$ cat src/rtl/clkswitch_req_pkg.sv
// Shared definitions for the CPU clock-speed switch controller:
// FSM state encoding and default timing parameters.
package clkswitch_req_pkg;

    typedef enum logic [1:0] {
        HS_RUN = 2'd0,
        TO_LS  = 2'd1,
        LS_RUN = 2'd2,
        TO_HS  = 2'd3
    } cs_state_t;

    localparam int DEF_TIMEOUT_CYCLES = 255;
    localparam int DEF_HOLDOFF_CYCLES = 4;

    // True in the two states where a clock handover is in flight.
    function automatic logic is_transition(input cs_state_t s);
        return (s == TO_LS) || (s == TO_HS);
    endfunction

endpackage

$ cat src/rtl/clkswitch_req_status_sync.sv
// Multi-flop synchroniser for one asynchronous retimer select status bit.
// Depth is clamped to at least two flops.
module status_sync #(
    parameter int STAGES = 2
) (
    input  logic clk,
    input  logic rst_b,
    input  logic d,
    output logic q
);

    localparam int DEPTH = (STAGES < 2) ? 2 : STAGES;

    logic [DEPTH-1:0] sync_q;

    // Shift the asynchronous status through the flop chain.
    always_ff @(posedge clk or negedge rst_b) begin
        if (!rst_b) begin
            sync_q <= '0;
        end else begin
            sync_q <= {sync_q[DEPTH-2:0], d};
        end
    end

    assign q = sync_q[DEPTH-1];

endmodule

$ cat src/rtl/clkswitch_req.sv
// CPU clock-speed switch request controller.
// Drops the CPU to the low-speed clock for low-speed memory/IO cycles and
// returns to high speed once the access is done, waiting for the retimer
// select status to confirm each handover.
// Optional feature: define CLKSWITCH_HOLDOFF_EN to enforce a minimum
// low-speed dwell of HOLDOFF_CYCLES completed CPU cycles.
//
// Handover protocol: hienable is the request (1 = high speed, 0 = low
// speed); the synchronised pair {hiselect, loselect} is the acknowledge.
// A handover completes only when the selects show exactly the requested
// clock (one high, the other low). The request never changes while a
// handover is in flight, and stall is high for that whole interval.
module clkswitch_req
    import clkswitch_req_pkg::*;
#(
    parameter int SYNC_STAGES    = 2,
    parameter int TIMEOUT_CYCLES = DEF_TIMEOUT_CYCLES,
    parameter int HOLDOFF_CYCLES = DEF_HOLDOFF_CYCLES
) (
    input  logic       clk,
    input  logic       rst_b,
    input  logic       lo_access,
    input  logic       cycle_end,
    input  logic       loselect,
    input  logic       hiselect,
    output logic       hienable,
    output logic       stall,
    output logic       timeout_err,
    output logic [1:0] state
);

    localparam logic [7:0] TMO_MAX = 8'(TIMEOUT_CYCLES);

    cs_state_t  state_q;
    logic [7:0] wait_cnt;
    logic       lo_s;
    logic       hi_s;
    logic       dwell_last;

    status_sync #(.STAGES(SYNC_STAGES)) u_lo_sync (
        .clk   (clk),
        .rst_b (rst_b),
        .d     (loselect),
        .q     (lo_s)
    );

    status_sync #(.STAGES(SYNC_STAGES)) u_hi_sync (
        .clk   (clk),
        .rst_b (rst_b),
        .d     (hiselect),
        .q     (hi_s)
    );

`ifdef CLKSWITCH_HOLDOFF_EN
    // The dwell counter holds completed low-speed cycles; the strobe that
    // completes the HOLDOFF_CYCLES-th cycle is itself allowed to exit.
    localparam logic [7:0] HOLD_MAX  = 8'(HOLDOFF_CYCLES);
    localparam logic [7:0] HOLD_LAST = (HOLDOFF_CYCLES > 0) ? 8'(HOLDOFF_CYCLES - 1) : 8'd0;

    logic [7:0] dwell_cnt;

    // Count cycle_end strobes while in LS_RUN, saturating at HOLDOFF_CYCLES.
    always_ff @(posedge clk or negedge rst_b) begin
        if (!rst_b) begin
            dwell_cnt <= 8'd0;
        end else if (state_q != LS_RUN) begin
            dwell_cnt <= 8'd0;
        end else if (cycle_end && (dwell_cnt != HOLD_MAX)) begin
            dwell_cnt <= dwell_cnt + 8'd1;
        end
    end

    assign dwell_last = (dwell_cnt >= HOLD_LAST);
`else
    assign dwell_last = 1'b1;
`endif

    // Switch FSM with registered request, stall and sticky timeout flag.
    // After reset the FSM sits in HS_RUN with hienable low; that pairing
    // only occurs out of reset and triggers the boot handover to high speed.
    always_ff @(posedge clk or negedge rst_b) begin
        if (!rst_b) begin
            state_q     <= HS_RUN;
            hienable    <= 1'b0;
            stall       <= 1'b0;
            timeout_err <= 1'b0;
            wait_cnt    <= 8'd0;
        end else begin
            case (state_q)
                HS_RUN: begin
                    if (!hienable) begin
                        hienable <= 1'b1;
                        stall    <= 1'b1;
                        wait_cnt <= 8'd0;
                        state_q  <= TO_HS;
                    end else if (lo_access && cycle_end) begin
                        hienable <= 1'b0;
                        stall    <= 1'b1;
                        wait_cnt <= 8'd0;
                        state_q  <= TO_LS;
                    end
                end
                TO_LS: begin
                    if (lo_s && !hi_s) begin
                        stall   <= 1'b0;
                        state_q <= LS_RUN;
                    end else if (wait_cnt != TMO_MAX) begin
                        wait_cnt <= wait_cnt + 8'd1;
                        if ((wait_cnt + 8'd1) == TMO_MAX) begin
                            timeout_err <= 1'b1;
                        end
                    end
                end
                LS_RUN: begin
                    if (cycle_end && !lo_access && dwell_last) begin
                        hienable <= 1'b1;
                        stall    <= 1'b1;
                        wait_cnt <= 8'd0;
                        state_q  <= TO_HS;
                    end
                end
                TO_HS: begin
                    if (hi_s && !lo_s) begin
                        stall   <= 1'b0;
                        state_q <= HS_RUN;
                    end else if (wait_cnt != TMO_MAX) begin
                        wait_cnt <= wait_cnt + 8'd1;
                        if ((wait_cnt + 8'd1) == TMO_MAX) begin
                            timeout_err <= 1'b1;
                        end
                    end
                end
                default: begin
                    state_q <= HS_RUN;
                end
            endcase
        end
    end

    assign state = state_q;

endmodule
$ cat config.mk
export PLATFORM = sky130hd
export DESIGN_NAME = clkswitch_req
export DESIGN_NICKNAME = d
export VERILOG_FILES = /design/src/rtl/clkswitch_req_pkg.sv /design/src/rtl/clkswitch_req_status_sync.sv /design/src/rtl/clkswitch_req.sv
export SDC_FILE = /design/constraint.sdc
export NUM_CORES = 1
export LEC_CHECK = 0
export CAP_MARGIN = 20
export CORE_MARGIN = 1
export CORE_UTILIZATION = 49
export DETAILED_ROUTE_END_ITERATION = 12
export PLACE_DENSITY = 0.73
export RECOVER_POWER = 25
export SYNTH_ARGS = -nofsm -noshare
export SYNTH_HDL_FRONTEND = slang
export SYNTH_SLANG_ARGS = --single-unit
$ cat constraint.sdc
create_clock -name clk -period 1.6 [get_ports clk]
set_clock_uncertainty 0.1 [all_clocks]
set_input_delay 0.32 -clock clk [delete_from_list [all_inputs] [get_ports clk]]
set_output_delay 0.32 -clock clk [all_outputs]
set_load 0.005 [all_outputs]
---- Yosys cells after proc, flatten, opt, wreduce, memory -nomap -nowiden ----
Cells that the tools add are included.
cells by class
  add/subtract/negate cells ............... 1
  multipliers ............................. 0
  div/mod/pow operators ................... 0
  magnitude comparators ................... 0
  eq/ne operators ......................... 11
  shift operators ......................... 0
  muxes and demuxes ....................... 27
  bitwise gates (word level) .............. 0
  reduce and logical (&&, ||, !) cells .... 14
operators by type and width
  operator             number
  $mux 8               6
  $pmux 8 s4           1
  $mux 1               11
  $mux 2               5
  $ne 2x2->1 const B   5
  $add 8x1->8 const B  1
  $eq 8x8->1 const B   1
  $ne 8x8->1 const B   1
  $pmux 2 s4           1
  $reduce_and 4->1     2
  $eq 2x2->1 const B   2
  $logic_and 1x1->1    4
  $pmux 1 s2           2
  $pmux 1 s4           1
  $reduce_bool 2->1    2
  $logic_not 1->1      3
  $ne 3x3->1 const B   1
  $reduce_and 3->1     1
  $eq 2x1->1 const B   1
  $logic_not 2->1      1
  $reduce_and 2->1     1
word-level totals
  register bits ........................... 17
  bits in latches ......................... 0
  bits in writable memories ............... 0
  memory bits (read-only) ................. 0
  output and inout port bits .............. 5
  memories kept ........................... 0

---- Longest topological paths before layout ----
  word-level depth ........................ 6
  mapped depth ............................ 7

---- Cells and area by module ----
A second synthesis with hierarchy kept.
second synthesis, totals
  cell total of the unflattened synthesis .. 116
  area, all modules ....................... 1114.8 µm²
modules (own cells, without submodules)
  module         instances  cells an instance  area each (µm²)  sequential area each (µm²)
  clkswitch_req  1          112                1014.7           325.3
  status_sync    2          2                  50.0             50.0

---- Least setup slack after synthesis ----
Ideal clock, no wire load.
  path kind ............................... reg2reg
  start point ............................. register state_q[0], in the netlist state[0]
  end point ............................... register wait_cnt[0]
  arrival ................................. 1532 ps
  slack ................................... -151 ps
  stages on the path, launching flop included .. 7
  path buffers ............................ 1
  period minus slack after synthesis ...... 1751 ps
  path through ............................ dfrtp_1 > inv_1 > ha_1 > nor2_1 > clkbuf_1 > o221ai_1 > a21o_1
between the ends
  longest elaborated chain between the ends .. 3
  elaborated cells between the ends (all ways) .. 10
ends and longest elaborated chain
  element                                                           line                  RTL
  from (decl)                                                       clkswitch_req.sv:34   cs_state_t state_q;
  from (signal assigned)                                            clkswitch_req.sv:83   state_q <= HS_RUN;
  from (signal assigned)                                            clkswitch_req.sv:95   state_q <= TO_HS;
  from (signal assigned)                                            clkswitch_req.sv:100  state_q <= TO_LS;
  $eq 2x2->1 (tied with other cells)                                clkswitch_req.sv:89   case (state_q)
  $ne 2x2->1 (no source line) / $ne 3x3->1 (equally long branches)  --
  $reduce_and 4->1 (no source line)                                 --
  to (signal assigned)                                              clkswitch_req.sv:108  wait_cnt <= wait_cnt + 8'd1;
  to (signal assigned)                                              clkswitch_req.sv:127  wait_cnt <= wait_cnt + 8'd1;
  to (decl)                                                         clkswitch_req.sv:35   logic [7:0] wait_cnt;
Parallel ways exist; a longest one is shown, timed or not.
A chain may end at the register's enable or synchronous reset.

---- Worst setup path after layout ----
  start point ............................. register state_q[0], in the netlist state[0]
  end point ............................... register wait_cnt[7]
Same word-level chain as after synthesis.

==> summary.md <==
| Metric | Value |
|---|---|
| Status | finished with violations |
| Violated checks | negative setup slack |
| Core area | 1982 um2 |
| Power density over the cells | 1745 nW/um2 |
| Final Cycle Share | 108.3% |
| Vias per std cell | 5.952 |
| Layout Nets | 151 |
| XOR/XNOR share of the synthesized area | 3.230% |
| CP Data Arrival Time | 1820 ps |
| Mux contribution to synthesized area | 2.033% |
| IO Count | 11 |
| Total grt overflow | 0 |
| First-pass iteration count of the detailed router | 4 |
| GRT Util Overall | 27.15% |
| PortBufs | 10 |
| Combinational family with the most area after synthesis | compound AO/OA/AOI/OAI gates |
| Drc violations | 0 |
| Initial Util | 52.78% |
| Die ar. | 2323 um2 |
| Dpl ws | -239.4 ps |
| Syn_area_per_cell | 10.16 um2 |
| Register clock-pin slew on the reported worst setup and hold paths | 110 ps |
| Prevailing post-synth register cell | dfrtp_1 |
| RSZ-0062 raised after global routing | true |
| Largest net degree at the start of global routing | 18 |
| Synth Area in Compound Gates | 26.20% |
| Min Hold Slack | 274.6 ps |
| Syn nets | 115 |
| Adder-Cell Fraction of Synth Area | 7.177% |
| Post-synthesis sequential area ratio | 40.67% |
| Layout fillers | 109 |
| WP data required | 1690 ps |
| CTS sink cnt | 17 |
| Post-synthesis cell type count | 43 |
| Worst hold path type | reg -> reg |
| Synth Warn # | 0 |
| Final Max Slew Viols | 0 |
| Worst skew pair latency | 310 ps |
| Initial antenna violation count | 0 |
| Leading post-synthesis cells by cell area | dfrtp_1 41%, ha_1 7.2%, a31oi_1 3.0% |
| Post-Synth Simple-Gate Area | 14.83% |
| CTS Buf Count | 3 |
| Mapped cell area | 1046 um2 |
| Setup ws final | -133.3 ps |
| Placed Area | 1359 um2 |
| DP Wirelength | 1769 um |
| Die Ht | 48.20 um |
| Tot Pwr | 2.760 mW |
| Crit path max fanout | 6 |
| Final antenna diode count | 0 |
| Max-Cap Viols | 0 |
| H-tree depth | 1 |
| Final non-filler cell area | 1582 um2 |
| Rows | 16 |
| Final ANT Viol Nets | 0 |
| Post-synth EDFFs | 0 |
| Final Hold Fails | 0 |
| Total number of vias | 982 |
| DR WL/cell | 17.54 um |
| Synth area leader | dfrtp_1 |
| First-pass GRT wire length | 4098 um |
| GPL Wtd Cong | 0.8313 |
| Clock Path Buffers | 2 |
| DRT iter0 DRCs | 51 |
| Leading cell type in the layout, fill and taps excluded | buf_4 |
| Critical Path Start Type | flop |
| Final setup fails | 12 |
| Area grow syn2layout | 51.20% |
| TritonCTS clock tree | yes |
| Die W | 48.20 um |
| Asr flop ratio synth | 100.0% |
| Setup CP Type | reg -> reg |
| Layout cells sized above 1 | 43.48% |
| Yosys top cell area share | 40.67% |
| Actual slew at the worst max-slew pin | 943.3 ps |
| Max Clock Freq | 576.9 MHz |
| Wirelength, routed | 2894 um |
| Post-layout minimum cycle time | 1733 ps |
| Relative slew margins | 37.11% |
| Yosys reg bits | 17 |
| Root Buffer | clkbuf_4 |
| VDD IR-drop max | 0.001371 V |
| Lkg Pwr | 0.7357 nW |
| Vias in the first global route | 866 |
| Most frequent cells in the layout | 18 x buf_4, 15 x dfrtp_1, 6 x nand2_1 |
| Synthesized instance count | 103 |
| Worst setup EP type | flop |
| Reg2Reg Setup Slack | -130 ps |
==> path summary, 6_finish.rpt <==
| kind | startpoint | to | cells after the start |
|---|---|---|---|
| min in group asynchronous | rst_b | hienable$_DFFE_PN0P_ | 2 |
| min reg2reg | u_hi_sync.sync_q[0]$_DFF_PN0_ | u_hi_sync.sync_q[1]$_DFF_PN0_ | 0 |
| max in group asynchronous | rst_b | state[1]$_DFFE_PN0P_ | 2 |
| max reg2reg | state[0]$_DFFE_PN0P_ | wait_cnt[7]$_DFFE_PN0P_ | 6 |
| max | state[0]$_DFFE_PN0P_ | wait_cnt[7]$_DFFE_PN0P_ | 6 |
| min | u_hi_sync.sync_q[0]$_DFF_PN0_ | u_hi_sync.sync_q[1]$_DFF_PN0_ | 0 |
==> state kept, by name, indices dropped and copies added, names as in the netlist <==
register          count
u_hi_sync.sync_q      2
u_lo_sync.sync_q      2
timeout_err           1
state                 2
wait_cnt              8
hienable              1
stall                 1
==> repair_timing <==
action / in CTS / in global routing
gates cloned: 1 / 0
hold buffers: 0 / 0
setup endpoints to repair: 16 / 15
buffers inserted: 3 / 3
resized for setup: 22 / 16
pin swaps: 2 / 6
==> metal layers <==
metal | GRT usage (%) | share of wire (%) | up-vias
li1 | - | - | 454
met1 | 36.45 | 41 | 468
met2 | 43.20 | 51 | 55
met3 | 3.333 | 6.7 | 5
met4 | 13.33 | 1.6 | 0
met5 | 0 | 0 | -
==> metrics by stage <==
| step | utilization, % | cells | setup TNS [ps] |
|---|---|---|---|
| 4_1_cts | 75.63 | 162 | -1180 |
| 5_1_grt | 79.80 | 165 | -1678 |
| 3_5_place_dp | 68.56 | 154 | -2270 |
| 2_1_floorplan | - | 103 | -143.8 |
| 3_3_place_gp | 68.56 | 154 | -2101 |
| 6_report | 79.80 | 165 | -1045 |
==> where the power goes <==
part           switching [mW]  internal [mW]
Clock                   0.156         0.0955
Sequential              0.105          0.523
Combinational           0.888          0.992
Total                    1.15           1.61
==> cells by family (layout without fill, tap and decap cells) <==
kind of cell,Yosys count,after routing
compound gates,36,36
fa+ha+maj,6,6
flops,17,17
buf+inv,11,46
mux,2,2
xor+xnor,3,3
simple gates,28,28
==> synthesized netlist by cell type (all sizes together) (3+ instances only) <==
master / number
nand2: 8
buf: 4
nor3: 3
o21ai: 3
dfrtp: 17
ha: 6
inv: 6
o211a: 3
a21oi: 5
nor2: 4
o22a: 3
a31oi: 5
==> critical path: stages (launching register included) <==
cell and delay, ps:
dfrtp_2 490, ha_4 190, and3b_1 190, a31oi_4 180, buf_6 160, o21a_1 200
a22oi_1 120
==> area by class of cell <==
cell class	count	area [um2]	share of cell area, %
well taps	27	33.78	2.136
repair buffers	36	317.8	20.09
clock inverters	1	7.507	0.4747
flip-flops and latches	17	427.9	27.06
multi-input cells	75	744.5	47.07
inverters	6	27.53	1.741
clock buffers	3	22.52	1.424
No activity file was read; power rests on OpenSTA's default activity.
